### src/rtl/fifo_sync_param.sv
// Parametrised single-clock FIFO with standard or first-word-fall-through read,
// occupancy count, almost-full/empty thresholds and one-cycle error pulses.
module fifo_sync_param #(
  parameter int WIDTH         = 8,
  parameter int DEPTH         = 16,
  parameter bit FWFT          = 1'b0,
  parameter int AFULL_THRESH  = DEPTH - 2,
  parameter int AEMPTY_THRESH = 2,
  parameter int CNT_W         = $clog2(DEPTH) + 1
) (
  input  logic             clk_i,
  input  logic             clr_ni,
  input  logic             wr_en_i,
  input  logic [WIDTH-1:0] wdata_i,
  input  logic             rd_en_i,
  output logic [WIDTH-1:0] rdata_o,
  output logic             full_o,
  output logic             empty_o,
  output logic             almost_full_o,
  output logic             almost_empty_o,
  output logic [CNT_W-1:0] count_o,
  output logic             wr_error_o,
  output logic             rd_error_o
);
  localparam int AW = $clog2(DEPTH);

  logic [WIDTH-1:0] mem [DEPTH];
  logic [AW:0]      wr_ptr, rd_ptr, wr_nxt, rd_nxt;
  logic [CNT_W-1:0] cnt_nxt;
  logic             wr_acc, rd_acc;

  assign wr_acc  = wr_en_i & ~full_o;
  assign rd_acc  = rd_en_i & ~empty_o;
  // DEPTH is a power of two, so the carry out of the address lands in the wrap bit
  assign wr_nxt  = wr_ptr + (AW+1)'(wr_acc);
  assign rd_nxt  = rd_ptr + (AW+1)'(rd_acc);
  assign cnt_nxt = count_o + CNT_W'(wr_acc) - CNT_W'(rd_acc);

  always_ff @(posedge clk_i) begin
    if (clr_ni && wr_acc) mem[wr_ptr[AW-1:0]] <= wdata_i;
  end

  // Flags are loaded from next-state values so they move on the same edge as the pointers
  always_ff @(posedge clk_i) begin
    if (!clr_ni) begin
      wr_ptr         <= '0;
      rd_ptr         <= '0;
      count_o        <= '0;
      full_o         <= 1'b0;
      empty_o        <= 1'b1;
      almost_full_o  <= 1'b0;
      almost_empty_o <= 1'b1;
      wr_error_o     <= 1'b0;
      rd_error_o     <= 1'b0;
    end else begin
      wr_ptr         <= wr_nxt;
      rd_ptr         <= rd_nxt;
      count_o        <= cnt_nxt;
      full_o         <= (wr_nxt[AW-1:0] == rd_nxt[AW-1:0]) && (wr_nxt[AW] != rd_nxt[AW]);
      empty_o        <= (wr_nxt == rd_nxt);
      almost_full_o  <= cnt_nxt >= CNT_W'(AFULL_THRESH);
      almost_empty_o <= cnt_nxt <= CNT_W'(AEMPTY_THRESH);
      wr_error_o     <= wr_en_i & full_o;
      rd_error_o     <= rd_en_i & empty_o;
    end
  end

  generate
    if (FWFT) begin : g_fwft
      assign rdata_o = empty_o ? '0 : mem[rd_ptr[AW-1:0]];
    end else begin : g_std
      logic [WIDTH-1:0] rdata_q;
      always_ff @(posedge clk_i) begin
        if (!clr_ni)     rdata_q <= '0;
        else if (rd_acc) rdata_q <= mem[rd_ptr[AW-1:0]];
      end
      assign rdata_o = rdata_q;
    end
  endgenerate

endmodule

### config.mk
export PLATFORM = sky130hd
export DESIGN_NAME = fifo_sync_param
export DESIGN_NICKNAME = d
export VERILOG_FILES = /design/src/rtl/fifo_sync_param.sv
export SDC_FILE = /design/constraint.sdc
export NUM_CORES = 1
export LEC_CHECK = 0
export ABC_AREA = 1
export CORE_UTILIZATION = 54
export CTS_CLUSTER_DIAMETER = 120
export DETAILED_ROUTE_END_ITERATION = 6
export PLACE_DENSITY = 0.82
export SLEW_MARGIN = 40
export SYNTH_ARGS = -nofsm -noshare
export SYNTH_HDL_FRONTEND = slang
export SYNTH_SLANG_ARGS = --single-unit
export TNS_END_PERCENT = 1
### constraint.sdc
create_clock -name clk_i -period 2.25 [get_ports clk_i]
set_clock_uncertainty 0.05 [all_clocks]
set_input_delay 0.5625 -clock clk_i [delete_from_list [all_inputs] [get_ports clk_i]]
set_output_delay 0.5625 -clock clk_i [all_outputs]
set_load 0.02 [all_outputs]
==> metrics.yaml, run 1 <==
cp_common_cell: "nand2_2"
hp-class: "primary input to register"
multi_input_area_sq_um: 1951
required_ns: 2.50
nFillCells: 847
wire_per_inst_um: 16.90
drtAntennaViolNets: 0
dp_hpwl_um: 9410
grt_max_degree: 50
synth_top_area_share: 0.5781
layout-drive-gt1-share: 0.1192
status: "finished, violations left"
setup_viol_count_final: 0
cts-root-buf: "clkbuf_16"
cp-start-kind: "primary input"
min_period_over_period: 0.9282
powerDensity_nw_per_um2: 916.2
cp.arrival_ns: 2.34
p_comb_frac: 0.148
dieHeight_um: 113.0
grt_antenna_before_repair: 0
tightest_slew_ns: 0.8141
hold_buffers: 0
register_area_sq_um: 4425
layout_min_cycle_time_ns: 2.088
crit_type: "primary input to register"
grt_pass1_wl_um: 23570
numClockSinks: 157
numCtsBuffers: 17
routed_wl_um: 14960
hold_viol: 0
cts_tree: "done"
grt_pass1_vias: 4744
peakVddDrop_uv: 708.8
power.leakage_uw: 0.003299
setup_tns_ns: 0
yosys.area.top_type: "edfxtp_1"
die_w_um: 113.0
clk_pin_slew_worst_paths_ns: 0.06
io_pins: 31
stdcell_area_sq_um: 7943
n_antenna_cell: 0
grt_usage: 0.2520
cp_slowest_stage_delay_ns: 0.42
syn2layout_area_growth_pct: 19.46
fmax_mhz: 478.8
dr.first_iter.drc_count: 535
yosys_warnings: 0
hold_ws_ns: 0.3619
htree_levels: 4
firstDrtPassIters: 7
nNetsFinal: 746
syn-cell-area_sq_um: 6649
dp.cells: 854
crit_path_cell_trace: "clkdlybuf4s50_1 > inv_1 > nor2_4 > nand2_2 > nand2_2 > ha_4 > fa_2 > nand3_2 > nand2_2 > xor2_2 > nand2_1 > o21ai_1"
synth_cell_types: 25
insertion_delay_ns: 0.43
fin_cells: 885
ys_seq_elements: 157
grt_overflow: 0
drc: 2
maxCapViolCount: 0
port_buffers: 30
switching_share: 0.2448
slew_violations: 0
start_util: 0.5535
syn_area_per_cell_sq_um: 9.968
rows: 40
core-area_sq_um: 12010
dieArea_sq_um: 12760
power.switching_uw: 1782
intPower_uw: 5495
dpl-instance-area_sq_um: 7261
synth_nets: 687
pwr-share-seq: 0.453
grt_setup_unrepaired: "false"
slew_headroom: 0.4556
vias: 4863
critPathMaxFanout: 3
ys_seq_area_frac: 0.6654
syn_inst: 667
final_core_util: 0.6613
clkPwrFrac: 0.399
critPathSlowestCell: "clkdlybuf4s50_1"
violations: "DRC"
via_per_inst: 5.495
gp_congestion: 0.9201
crit_path_end_kind: "register"
clk_path_buf_depth: 2
ys_top_cells_by_area: "edfxtp_1 58%, nand2_1 16%, dfxtp_1 8.7%, nand3_1 5.4%, inv_1 2.6%"
[synthesized netlist by cell type (all sizes together)]
cell,n
o21ai,2
nand3,72
xor2,4
fa,1
nand2,286
dfxtp,29
buf,25
nor2,46
inv,49
nand3b,1
ha,7
edfxtp,128
clkbuf,1
xnor2,5
or2,1
clkinv,3
a21o,1
a21oi,4
nand4,1
nor3,1
[state kept, by name, indices dropped and copies added (netlist names)]
register / count
almost_empty_o: 1
rd_ptr: 5
almost_full_o: 1
count_o: 5
rd_error_o: 1
full_o: 1
mem: 128
wr_ptr: 5
rdata_o: 8
empty_o: 1
wr_error_o: 1
[worst paths after layout]
check / from / endpoint / slack (ns) / depth (start not counted)
hold reg to reg: full_o$_SDFF_PN0_ / wr_error_o$_SDFF_PN0_ / 0.42 / 2
hold / removal: wr_en_i / wr_error_o$_SDFF_PN0_ / 0.36 / 3
setup reg to reg: full_o$_SDFF_PN0_ / almost_full_o$_SDFF_PN0_ / 0.35 / 11
setup / recovery: rd_en_i / almost_full_o$_SDFF_PN0_ / 0.16 / 12
[final cells by class]
type / instances / share of cell area
clock buffer: 18 / 0.05403
multi-input combinational: 432 / 0.2456
tap: 147 / 0.02316
timing repair buffer: 66 / 0.07372
inverter: 52 / 0.02457
clock inverter: 13 / 0.02174
sequential: 157 / 0.5572
[cells by family (layout without fill, tap and decap cells)]
group,Yosys count,in the layout,synth area share
fa+ha+maj,8,8,0.01618
xor+xnor,9,9,0.01185
flops,157,157,0.6654
buf+inv,78,149,0.05325
simple gates,408,408,0.2476
compound gates,7,7,0.005646
[routing by layer]
metal	part of all wire	vias up	wire length [um]	GRT usage
met3	0.080	50	1196	0.04874
met2	0.49	276	7364	0.4165
met1	0.39	2257	5764	0.3111
met4	0.042	0	631	0.1500
li1	-	2280	-	-
met5	0	-	0	0
[metrics by stage]
stage	worst slack (ns)	total power, uW
finish	0.1615	7277
global route	0.04162	7545
CTS	-0.003721	7226
detailed placement	-0.4494	4333
global placement	-0.4056	4292
floorplan	0.02659	3985
[worst max-delay path: cells and delay by family]
family,cells,cell delay (ns)
compound gates,1,0.07
xor+xnor,1,0.15
fa+ha+maj,2,0.57
buf+inv,2,0.54
simple gates,6,0.44
[placed cells by master (no fill, tap or decap), types with 2 or more instances in the layout]
cell,instances
a21oi_1,4
buf_4,35
bufinv_16,4
clkbuf_16,17
clkdlybuf4s50_1,29
clkinv_1,6
clkinv_2,2
clkinvlp_4,3
dfxtp_1,28
edfxtp_1,128
ha_1,5
inv_1,45
inv_2,4
nand2_1,281
nand2_2,5
nand3_1,68
nand3_2,4
nor2_1,42
nor2_2,2
nor2_4,2
xnor2_1,4
xor2_1,2
xor2_2,2
[power groups by stage]
stage	Sequential [uW]	Combinational (uW)	Clock [uW]
floorplan	3420	563	0
global placement	3350	946	0
detailed placement	3350	983	0
CTS	3290	998	2940
global route	3300	1180	3060
finish	3290	1080	2900
[repair_timing]
item	CTS	global route
setup buffers	0	0
resized for setup	2	19
pin swaps	0	3
hold endpoints to repair	0	0
endpoints found under the setup margin	10	125
Power figures use the tool's default switching activity.
==> inputs of run 2 (changes only) <==
- SKIP_LAST_GASP: not set -> 1
==> metrics.yaml, run 2 (synthesized netlist as in run 1, its figures left out) <==
final_common_cell: "nand2_1"
nNetsFinal: 746  # unchanged
dpl-instance-area_sq_um: 7261  # unchanged
ff2ff_setup_slack_ns: 0.35  # about the same
wire_per_inst_um: 16.83  # -0.41%
maxCapViolCount: 0  # unchanged
slew_headroom: 0.4415  # -0.01407
vias: 4818  # -0.93%
finalPower_uw: 7278  # about the same
status: "finished, violations left"
power.leakage_uw: 0.003290  # -0.28%
grt_pass1_wl_um: 23610  # +0.17%
gp_congestion: 0.9201  # unchanged
die_w_um: 113.0  # unchanged
clkPwrFrac: 0.399  # about the same
crit_path_end_kind: "register"
drc: 2  # unchanged
p_comb_frac: 0.148  # about the same
dr.max_layer_used: "met4"
grt_antenna_before_repair: 0  # unchanged
dr.first_iter.drc_count: 434  # -19%
routed-wl-met2_um: 7310  # -0.73%
setup_viol_count_final: 0  # unchanged
intPower_uw: 5495  # about the same
largest_reg_flops: 128  # unchanged
grt_overflow: 0  # unchanged
hp-class: "register to register"
io_pins: 31  # unchanged
peakVddDrop_uv: 709.0  # about the same
dieArea_sq_um: 12760  # unchanged
violations: "DRC"
grt_usage: 0.2523  # +0.0003569
via_per_inst: 5.444  # -0.93%
final_cell_mix: "281 x nand2_1, 128 x edfxtp_1, 68 x nand3_1"
dieHeight_um: 113.0  # unchanged
critPathMaxFanout: 2  # -1
routed_wl_um: 14900  # -0.41%
grt_max_degree: 50  # unchanged
crit_type: "primary input to register"
numClockSinks: 157  # unchanged
cts-root-buf: "clkbuf_16"
dp_hpwl_um: 9410  # unchanged
cts_tree: "done"
clk_pin_slew_worst_paths_ns: 0.06  # about the same
insertion_delay_ns: 0.42  # about the same
numCtsBuffers: 17  # unchanged
power.switching_uw: 1783  # about the same
postCtsSetupBuffers: 0  # unchanged
dp.cells: 854  # unchanged
pwr-share-seq: 0.453  # about the same
m1WireLength_um: 5857  # +1.6%
cp.arrival_ns: 2.44  # +0.10 ns
postLayoutSetupSlackWorst_ns: 0.07043  # -0.09111 ns
n_antenna_cell: 0  # unchanged
fin_cells: 885  # unchanged
slew_violations: 0  # unchanged
grt_pass1_vias: 4745  # +0.021%
fmax_mhz: 458.8  # -4.2%
powerDensity_nw_per_um2: 916.6  # about the same
grt_setup_unrepaired: "true"
hold_viol: 0  # unchanged
cp-start-kind: "primary input"
nFillCells: 848  # +0.12%
htree_levels: 4  # unchanged
min_period_over_period: 0.9687  # +0.04049
drtAntennaViolNets: 0  # unchanged
tightest_slew_ns: 0.8351  # +0.02104 ns
stdcell_area_sq_um: 7940  # about the same
rows: 40  # unchanged
clk_path_buf_depth: 2  # unchanged
layout_min_cycle_time_ns: 2.180  # +0.09111 ns
core-area_sq_um: 12010  # unchanged
required_ns: 2.51  # about the same
syn2layout_area_growth_pct: 19.42  # about the same
layout-drive-gt1-share: 0.1192  # unchanged
port_buffers: 30  # unchanged
start_util: 0.5535  # unchanged
dpl_worst_slack_ns: -0.4494  # unchanged
met3_length_um: 1046  # -13%
switching_share: 0.2449  # about the same
hold_ws_ns: 0.4177  # +0.05580 ns
firstDrtPassIters: 7  # unchanged
hold_buffers: 0  # unchanged
==> run 2: final timing paths <==
path / end / cells after the start / startpoint
worst max-delay path: almost_full_o$_SDFF_PN0_ / 13 / wr_en_i
worst min-delay path: wr_error_o$_SDFF_PN0_ / 2 / full_o$_SDFF_PN0_
worst max register to register: almost_full_o$_SDFF_PN0_ / 11 / full_o$_SDFF_PN0_
worst min register to register: wr_error_o$_SDFF_PN0_ / 2 / full_o$_SDFF_PN0_
==> run 2: through the flow <==
step           setup TNS [ns]  utilization
2_1_floorplan               0            -
3_3_place_gp           -45.70       0.6045
6_report                    0       0.6610
4_1_cts              -0.08089       0.6546
3_5_place_dp           -48.88       0.6045
5_1_grt              -0.03697       0.6610
==> run 2: power groups by stage <==
stage | sequential (uW) | clock, uW | combinational [uW]
global route | 3300 | 3060 | 1190
finish | 3290 | 2910 | 1080
floorplan | 3420 | 0 | 563
detailed placement | 3350 | 0 | 983
global placement | 3350 | 0 | 946
CTS | 3290 | 2940 | 995
==> run 2: final cells by class <==
type / count / area, sq um / area share
clock inverters: 13 / 172.7 / 0.02175
clock buffers: 18 / 429.2 / 0.05405
repair buffers: 66 / 583.1 / 0.07343
inverters: 52 / 195.2 / 0.02458
flip-flops and latches: 157 / 4425 / 0.5574
multi-input cells: 432 / 1951 / 0.2457
well taps: 147 / 183.9 / 0.02316
==> run 2: what timing repair did <==
action,in CTS,in global routing
cloned,0,0
setup endpoints to repair,10,119
resized for setup,0,20
pin swaps,0,3
==> run 2: per-layer routing <==
layer / track usage / vias up
met5: 0 / -
met4: 0.1482 / 0
met3: 0.04821 / 52
met2: 0.4181 / 228
met1: 0.3118 / 2253
li1: - / 2285
==> run 2: worst max-delay path: stages <==
cell and delay, ns:
clkdlybuf4s50_1 0.47, inv_1 0.05, nor2_2 0.13, inv_2 0.05, nand2_2 0.07, nand2_2 0.06, ha_4 0.17, fa_2 0.40
nand3_2 0.08, nand2_2 0.07, xor2_2 0.15, nand2_1 0.10, o21ai_1 0.07
